### config.mk
export PLATFORM = sky130hd
export DESIGN_NAME = seg7_scan_mux
export DESIGN_NICKNAME = d
export VERILOG_FILES = /design/src/rtl/seg7_pkg.sv /design/src/rtl/seg7_slot_timer.sv /design/src/rtl/seg7_scan_mux.sv
export SDC_FILE = /design/constraint.sdc
export NUM_CORES = 1
export LEC_CHECK = 0
export CORE_MARGIN = 2
export CORE_UTILIZATION = 51
export DETAILED_ROUTE_END_ITERATION = 16
export PLACE_DENSITY = 0.76
export SYNTH_ARGS = -nofsm -noshare
export SYNTH_HDL_FRONTEND = slang
export SYNTH_SLANG_ARGS = --single-unit
### constraint.sdc
create_clock -name clk -period 2.6 [get_ports clk]
set_input_delay 0.52 -clock clk [delete_from_list [all_inputs] [get_ports clk]]
set_output_delay 0.52 -clock clk [all_outputs]
set_load 0.01 [all_outputs]
### src/rtl/seg7_pkg.sv
// Shared seven-segment types and constants, used by the encoder stage and the scan driver.
// Latency: none (types, constants and a pure function only).
// Backpressure: not applicable.
package seg7_pkg;

    localparam int SEG_W = 7;

    // bit0 = segment a ... bit6 = segment g, 1 = lit
    typedef logic [SEG_W-1:0] seg_t;

    typedef enum logic [1:0] {
        IDLE,
        BLANK,
        ON
    } scan_state_t;

    localparam seg_t SEG_OFF = 7'b0;

    // Apply pad polarity to an active-high segment pattern
    function automatic seg_t seg_drive(input seg_t pat, input logic active_low);
        return active_low ? ~pat : pat;
    endfunction

endpackage

### src/rtl/seg7_slot_timer.sv
// Slot timer for the scan driver: slot cycle counter, digit index and slot strobes.
// Latency: counters update on every edge; strobes decode the current count combinationally.
// Backpressure: none; counts free-running unless cleared.
module seg7_slot_timer #(
    parameter int N_DIGITS     = 4,
    parameter int REFRESH_DIV  = 50000,
    parameter int BLANK_CYCLES = 500
) (
    input  logic                           clk,
    input  logic                           rst_n,
    input  logic                           clear,
    output logic [$clog2(N_DIGITS)-1:0]    digit_idx,
    output logic [$clog2(N_DIGITS)-1:0]    digit_nxt,
    output logic [$clog2(REFRESH_DIV)-1:0] slot_nxt,
    output logic                           blank_end,
    output logic                           slot_end,
    output logic                           frame_end
);
    import seg7_pkg::*;

    localparam int CW = $clog2(REFRESH_DIV);
    localparam int DW = $clog2(N_DIGITS);

    logic [CW-1:0] slot_cnt;

    assign blank_end = (slot_cnt == CW'(BLANK_CYCLES - 1));
    assign slot_end  = (slot_cnt == CW'(REFRESH_DIV - 1));
    assign frame_end = slot_end && (digit_idx == DW'(N_DIGITS - 1));

    // Next count values; exported so the driver can register outputs that match them
    always_comb begin
        slot_nxt  = slot_cnt;
        digit_nxt = digit_idx;
        if (clear) begin
            slot_nxt  = '0;
            digit_nxt = '0;
        end else if (slot_end) begin
            slot_nxt  = '0;
            digit_nxt = (digit_idx == DW'(N_DIGITS - 1)) ? '0 : digit_idx + DW'(1);
        end else begin
            slot_nxt  = slot_cnt + CW'(1);
        end
    end

    // Counter registers
    always_ff @(posedge clk or negedge rst_n) begin
        if (!rst_n) begin
            slot_cnt  <= '0;
            digit_idx <= '0;
        end else begin
            slot_cnt  <= slot_nxt;
            digit_idx <= digit_nxt;
        end
    end

endmodule

### src/rtl/seg7_scan_mux.sv
// Time-multiplexed 7-seg driver: double-buffered patterns, blanked digit slots, optional PWM brightness (SEG7_SCAN_BRIGHTNESS_EN).
// Latency: all outputs registered; outputs after an edge reflect the state entered on that edge. New patterns appear at the next frame.
// Backpressure: none; load is always accepted, and the last load before a frame boundary wins.
module seg7_scan_mux #(
    parameter int N_DIGITS       = 4,
    parameter int REFRESH_DIV    = 50000,
    parameter int BLANK_CYCLES   = 500,
    parameter int SEG_ACTIVE_LOW = 1,
    parameter int AN_ACTIVE_LOW  = 1
) (
    input  logic                        clk,
    input  logic                        rst_n,
    input  logic                        en,
    input  logic                        load,
    input  logic [7*N_DIGITS-1:0]       seg_in,
`ifdef SEG7_SCAN_BRIGHTNESS_EN
    input  logic [2:0]                  brightness,
`endif
    output logic [6:0]                  seg_out,
    output logic [N_DIGITS-1:0]         an_out,
    output logic [$clog2(N_DIGITS)-1:0] digit_idx,
    output logic                        frame_done
);
    import seg7_pkg::*;

    localparam int CW     = $clog2(REFRESH_DIV);
    localparam int DW     = $clog2(N_DIGITS);
    localparam int ON_LEN = REFRESH_DIV - BLANK_CYCLES;

    localparam logic              SEG_LOW  = (SEG_ACTIVE_LOW != 0);
    localparam logic              AN_LOW   = (AN_ACTIVE_LOW != 0);
    localparam seg_t              SEG_IDLE = SEG_LOW ? ~SEG_OFF : SEG_OFF;
    localparam logic [N_DIGITS-1:0] AN_OFF = AN_LOW ? {N_DIGITS{1'b1}} : {N_DIGITS{1'b0}};
    localparam logic [N_DIGITS-1:0] AN_ONE = N_DIGITS'(1);

    scan_state_t           state;
    seg_t [N_DIGITS-1:0]   pending_q;
    seg_t [N_DIGITS-1:0]   active_q;
    seg_t [N_DIGITS-1:0]   pend_nxt;
    seg_t [N_DIGITS-1:0]   active_nxt;

    logic [DW-1:0]         digit_nxt;
    logic [CW-1:0]         slot_nxt;
    logic                  blank_end;
    logic                  slot_end;
    logic                  frame_end;
    logic                  tmr_clear;
    logic                  slot_start;
    logic                  frame_load;
    logic                  frame_last_nxt;
    logic                  bright_ok;
    logic [N_DIGITS-1:0]   an_sel;
    logic [N_DIGITS-1:0]   an_on;

    // Counters are held at zero whenever the scan is stopped
    assign tmr_clear = !en || (state == IDLE);

    seg7_slot_timer #(
        .N_DIGITS     (N_DIGITS),
        .REFRESH_DIV  (REFRESH_DIV),
        .BLANK_CYCLES (BLANK_CYCLES)
    ) u_timer (
        .clk       (clk),
        .rst_n     (rst_n),
        .clear     (tmr_clear),
        .digit_idx (digit_idx),
        .digit_nxt (digit_nxt),
        .slot_nxt  (slot_nxt),
        .blank_end (blank_end),
        .slot_end  (slot_end),
        .frame_end (frame_end)
    );

    // Buffer steering: a load coinciding with a frame start bypasses straight into active
    always_comb begin
        slot_start     = en && ((state == IDLE) || ((state == ON) && slot_end));
        frame_load     = en && ((state == IDLE) || ((state == ON) && frame_end));
        pend_nxt       = load ? seg_in : pending_q;
        active_nxt     = frame_load ? pend_nxt : active_q;
        frame_last_nxt = (digit_nxt == DW'(N_DIGITS - 1)) && (slot_nxt == CW'(REFRESH_DIV - 1));
    end

`ifdef SEG7_SCAN_BRIGHTNESS_EN
    logic [2:0]  bright_q;
    logic [31:0] on_cnt;
    logic [31:0] on_lim;

    // Brightness is latched once per slot so the duty cycle never changes mid-digit
    always_ff @(posedge clk or negedge rst_n) begin
        if (!rst_n) begin
            bright_q <= '0;
        end else if (slot_start) begin
            bright_q <= brightness;
        end
    end

    // Anode stays lit only for the first (brightness+1)/8 of the on-time
    always_comb begin
        on_cnt    = 32'(slot_nxt) - 32'(BLANK_CYCLES);
        on_lim    = ((32'(bright_q) + 32'd1) * 32'(ON_LEN)) >> 3;
        bright_ok = (on_cnt < on_lim);
    end
`else
    assign bright_ok = 1'b1;
`endif

    // Anode pattern for the digit that will be current after this edge
    always_comb begin
        an_sel = bright_ok ? (AN_ONE << digit_nxt) : '0;
        an_on  = AN_LOW ? ~an_sel : an_sel;
    end

    // Scan FSM with buffers and registered outputs
    always_ff @(posedge clk or negedge rst_n) begin
        if (!rst_n) begin
            state      <= IDLE;
            pending_q  <= '0;
            active_q   <= '0;
            seg_out    <= SEG_IDLE;
            an_out     <= AN_OFF;
            frame_done <= 1'b0;
        end else begin
            pending_q  <= pend_nxt;
            active_q   <= active_nxt;
            frame_done <= 1'b0;
            seg_out    <= seg_drive(active_nxt[digit_nxt], SEG_LOW);
            if (!en) begin
                state   <= IDLE;
                an_out  <= AN_OFF;
                seg_out <= SEG_IDLE;
            end else begin
                case (state)
                    IDLE: begin
                        state  <= BLANK;
                        an_out <= AN_OFF;
                    end
                    BLANK: begin
                        if (blank_end) begin
                            state      <= ON;
                            an_out     <= an_on;
                            frame_done <= frame_last_nxt;
                        end else begin
                            an_out <= AN_OFF;
                        end
                    end
                    ON: begin
                        if (slot_end) begin
                            state  <= BLANK;
                            an_out <= AN_OFF;
                        end else begin
                            an_out     <= an_on;
                            frame_done <= frame_last_nxt;
                        end
                    end
                    default: begin
                        state  <= IDLE;
                        an_out <= AN_OFF;
                    end
                endcase
            end
        end
    end

endmodule

# Word level (Yosys, flattened, before mapping)
# Index checks and enable logic that the tools add are counted.
# W data, S select, Z words.
# totals
regBits	88
inputBits	32
out_inout_bits	14
word_cells	60
# op_classes
add_sub_neg	2
order_cmp	1
eq_ne	9
shifts	1
mux	22
n_bitwise	2
reduce_logical	9
# op_table
cell	n
$mux W28	2
$eq A16 B16 Y1 const B	2
$mux W16	2
$add A16 B1 Y16 const B	1
$eq A16 B9 Y1 const B	1
$bmux W7 S2	1
$mux W7	2
$mux W2	6
$mux W4	3
$pmux W4 S2	1
$not A7 Y7	1
$eq A2 B2 Y1 const B	3
$pmux W2 S3	1
$logic_and A1 B1 Y1	4
$not A4 Y4	1
$shl A1 B2 Y4 const A	1
$lt A2 B3 Y1 const B	1
$mux W1	3
$ne A3 B2 Y1 const B	1
$ne A3 B3 Y1 const B	1
$add A2 B1 Y2 const B	1
$eq A2 B1 Y1 const B	1
$logic_not A2 Y1	1
$logic_or A1 B1 Y1	2
other kinds (3)	3

# Depth between registers and ports, before layout
# logic_depth
word_depth	10
depth_mapped	10
ltp_nobuf	7

# Hierarchy
# Synthesis repeated with hierarchy kept, for this count alone.
# unflattened
hier_cells	379
area_unflattened_um2	4276.6
# by_module_without_submodules
module	instances	cells_per_inst	area_each_um2	seq_area_each_um2
seg7_scan_mux	1	282	3331.9	1765.4
seg7_slot_timer	1	97	944.7	450.4

# Worst setup path before layout
# No wires, ideal clock.
# synth_timing
kind	reg2reg
startpoint	register u_timer.slot_cnt[4]
endpoint	register active_q[12] (netlist bit)
setup_time_ps	125
arrival_time_ps	2421
required_time_ps	2475
slack_ps	55
path_stages_with_launch	8
path_buffers	3
period_less_slack_ps	2545
path_cell_list	dfrtp_1 > or4b_4 > nor4_4 > a22o_1 > buf_4 > buf_6 > buf_6 > mux2_2
# synth_rtl
element	line	rtl
from (decl)	seg7_slot_timer.sv:24	logic [CW-1:0] slot_cnt;
from (signal assigned)	seg7_slot_timer.sv:51	slot_cnt <= slot_nxt;
to (signal assigned)	seg7_scan_mux.sv:124	active_q <= active_nxt;
to (decl)	seg7_scan_mux.sv:38	seg_t [N_DIGITS-1:0] active_q;

==> run metrics <==
Antenna Nets Post-Route 0; RR Startpoint u_timer.slot_cnt[11]; Die H approximately 95 um; status finished clean; CP bufs+invs 1; Ys Warns 0; Synth area leaders dfrtp_1, mux2_2, dfstp_2; Gate power share 0.318; Reg area roughly 0.0022 sq mm; routed length on met1 4.11 mm; #FFs+latches synth roughly 90; vias per cell 5.74; # port buffers 45; CP top delay family simple AND/OR/NAND/NOR gates; area occupied by multi-input gates 0.00187 sq mm; cts bufs inserted 9; clock sink count 88; Final Skew roughly 0.010 ns; final-report hold violation count 0; IO Count 46; Total Nets Final 465; Avg WL per Cell approximately 16 um; First-pass DRT Iterations 5; vias in the first global route around 3000; RSZ-0062 raised after global routing no; Syn Inst Count 364; FMAX roughly 400 MHz; crit path kind register to register; Clock Power Share 0.215; crit-path max FO 15; DPL Wire Length about 6.3 mm; H-tree depth 3; Synth area leader dfrtp_1; FFs w/ async S/R, synth 1.00; Critical-path top delay cell or4_4; Worst R2R Path Depth 6; fill count between 600 and 700; Post-synth top flop dfrtp_1; worst path required time between 2 and 3 ns; commonest cells in the netlist dfrtp_1, mux2_2, nor2_1, a21oi_1, nand2_1; Clock Pin Slew Worst Setup and Hold Paths roughly 0.09 ns; grt ovf 0; Cell variety after synth 53; # hold bufs at CTS 0; Area Overhead vs Synth 22.2%; Yosys top cell area share 0.457; Total GRT Usage 0.210; leak pwr between 2 and 2.5 nW; most frequent cell after synthesis dfrtp_1; row cnt 33; PnR worst setup slack ~0.086 ns; Worst path max stage delay 0.57 ns; DRC viols 0; total die area between 0.009 and 0.01 sq mm; Max Root-Sink Buffers 2; Starting Density 0.521; register-to-register setup slack slightly below 0.09 ns; met3 WL roughly 540 um; core area between 0.008 and 0.009 sq mm; clock period minus final worst setup slack approximately 2.5 ns; via count just over 3000; Antenna Cells 0; final setup TNS 0 ns; gpl congestion roughly 0.9; Worst-Skew Late Latency between 0.3 and 0.4 ns; Least-Margin Pin Slew between 0.5 and 0.6 ns; Cell Chain, Critical Path or4_4 > nor4_4 > a22o_1 > buf_4 > mux2_2 > a211oi_1; Post-Route WL around 8.7 mm; CTS tree done; routed length on met2 a little under 4 mm; CP Capture Type register; CTS Root Cell clkbuf_8; Die Width about 95 um; endpoints failing setup 0; Worst Setup Start Kind register; Reg-to-Reg End seg_out[2]; Avg Cell Area, Syn 11.6 sq um; initial antenna violation count 0; sequential share of power 0.468; Switching Fraction 0.312; HP Class primary input to async pin; P per Cell Area between 700 and 800 mW/mm^2; largest net degree at the start of global routing between 50 and 60; post-place setup slack approximately 0.034 ns; cell area after synthesis between 0.004 and 0.005 sq mm; Net Count, Synth 402; switching power 1.28 mW; share of layout cells above drive strength 1 0.259; Post-synth EDFFs 0; Cell Int Power approximately 2.8 mW; total of max-cap violations 0; post-route core utilization 0.636; register area share after synthesis 0.526; final worst-path cycle share 0.967; first-pass GRT wire length 14.5 mm; worst relative slew slack 0.636; Highest Signal Layer met4; Pwr Total about 4.1 mW; Peak VDD IR ~0.00039 V; fin. max-slew vios 0; detailed router's first-iteration violation count around 250; worst path arrival time roughly 2.8 ns
metrics by stage:
stage	instance area, sq um	hold slack, ns	std cells
finish	5150	0.0905	537
detailed placement	4890	0.418	515
floorplan	4210	0.224	364
CTS	5070	0.0977	531
global route	5150	0.115	537
global placement	4890	0.412	515
placed cells by master, fill, tap and decap left out, types with 4 or more instances in the layout:
cell              n
mux2_2           45
mux2i_1          10
and3_1            5
a22o_1            4
a211oi_1          5
nand2_1          19
a21oi_1          25
clkbuf_8         11
dfrtp_1          76
nor2b_1           4
nand4_1           4
a221oi_1          8
dfstp_2          11
xnor2_1           5
nor2_1           30
o21ai_0           5
clkdlybuf4s50_1  44
ha_1              6
buf_4            26
inv_1            13
nand3_1           8
xor2_1            8
and4_1            5
power groups by stage:
| stage | Clock, mW | Combinational (mW) | Sequential (mW) |
|---|---|---|---|
| after floorplan | 0 | 0.839 | 1.91 |
| after global placement | 0 | 1.24 | 1.93 |
| after detailed placement | 0 | 1.28 | 1.94 |
| after CTS | 0.907 | 1.29 | 1.92 |
| after global routing | 0.960 | 1.44 | 1.96 |
| final | 0.881 | 1.30 | 1.92 |
layout make-up:
type                            count  share of cell area
Clock inverter                      3             0.00486
Timing Repair Buffer               73               0.135
Clock buffer                       13              0.0309
Tap cell                          105              0.0255
Multi-Input combinational cell    242               0.363
Sequential cell                    88               0.431
Inverter                           13             0.00948
cell families (layout without fill, tap and decap cells):
| group | count (synthesis) | count (layout) | synth area share |
|---|---|---|---|
| AND/OR/NAND/NOR | 95 | 95 | 0.126 |
| XOR/XNOR | 13 | 13 | 0.0270 |
| buffers and inverters | 34 | 102 | 0.0368 |
| AO/OA/AOI/OAI | 70 | 70 | 0.114 |
| adder cells (fa/ha/maj) | 6 | 6 | 0.0178 |
| flip-flops | 88 | 88 | 0.526 |
| multiplexers | 58 | 58 | 0.153 |
registers in the layout, summed over array words and instances (netlist names):
register	flops
u_timer.slot_cnt	16
an_out	4
pending_q	28
seg_out	7
frame_done	1
u_timer.digit_idx	2
active_q	28
state	2
worst max path at each step:
stage,to,depth (start not counted),start,slack (ns)
4_1_cts,frame_done,6,u_timer.slot_cnt[1],0.03
2_1_floorplan,active_q[12],7,u_timer.slot_cnt[4],0.05
5_1_grt,seg_out[2],6,u_timer.slot_cnt[11],0.007
3_5_place_dp,frame_done,6,u_timer.slot_cnt[1],0.03
3_3_place_gp,frame_done,6,u_timer.slot_cnt[1],0.04
6_report,seg_out[2],6,u_timer.slot_cnt[11],0.09
routing by layer:
metal / vias up / GRT usage
li1: 1449 / -
met1: 1521 / 0.306
met2: 101 / 0.314
met3: 11 / 0.0415
met4: 0 / 0.0688
met5: - / 0
repair_timing:
action                     4_1_cts  5_1_grt
gates resized for setup          0        7
buffers inserted                 0        6
setup endpoints to repair        0        7
Note: power is estimated with default switching activity, not from simulation.
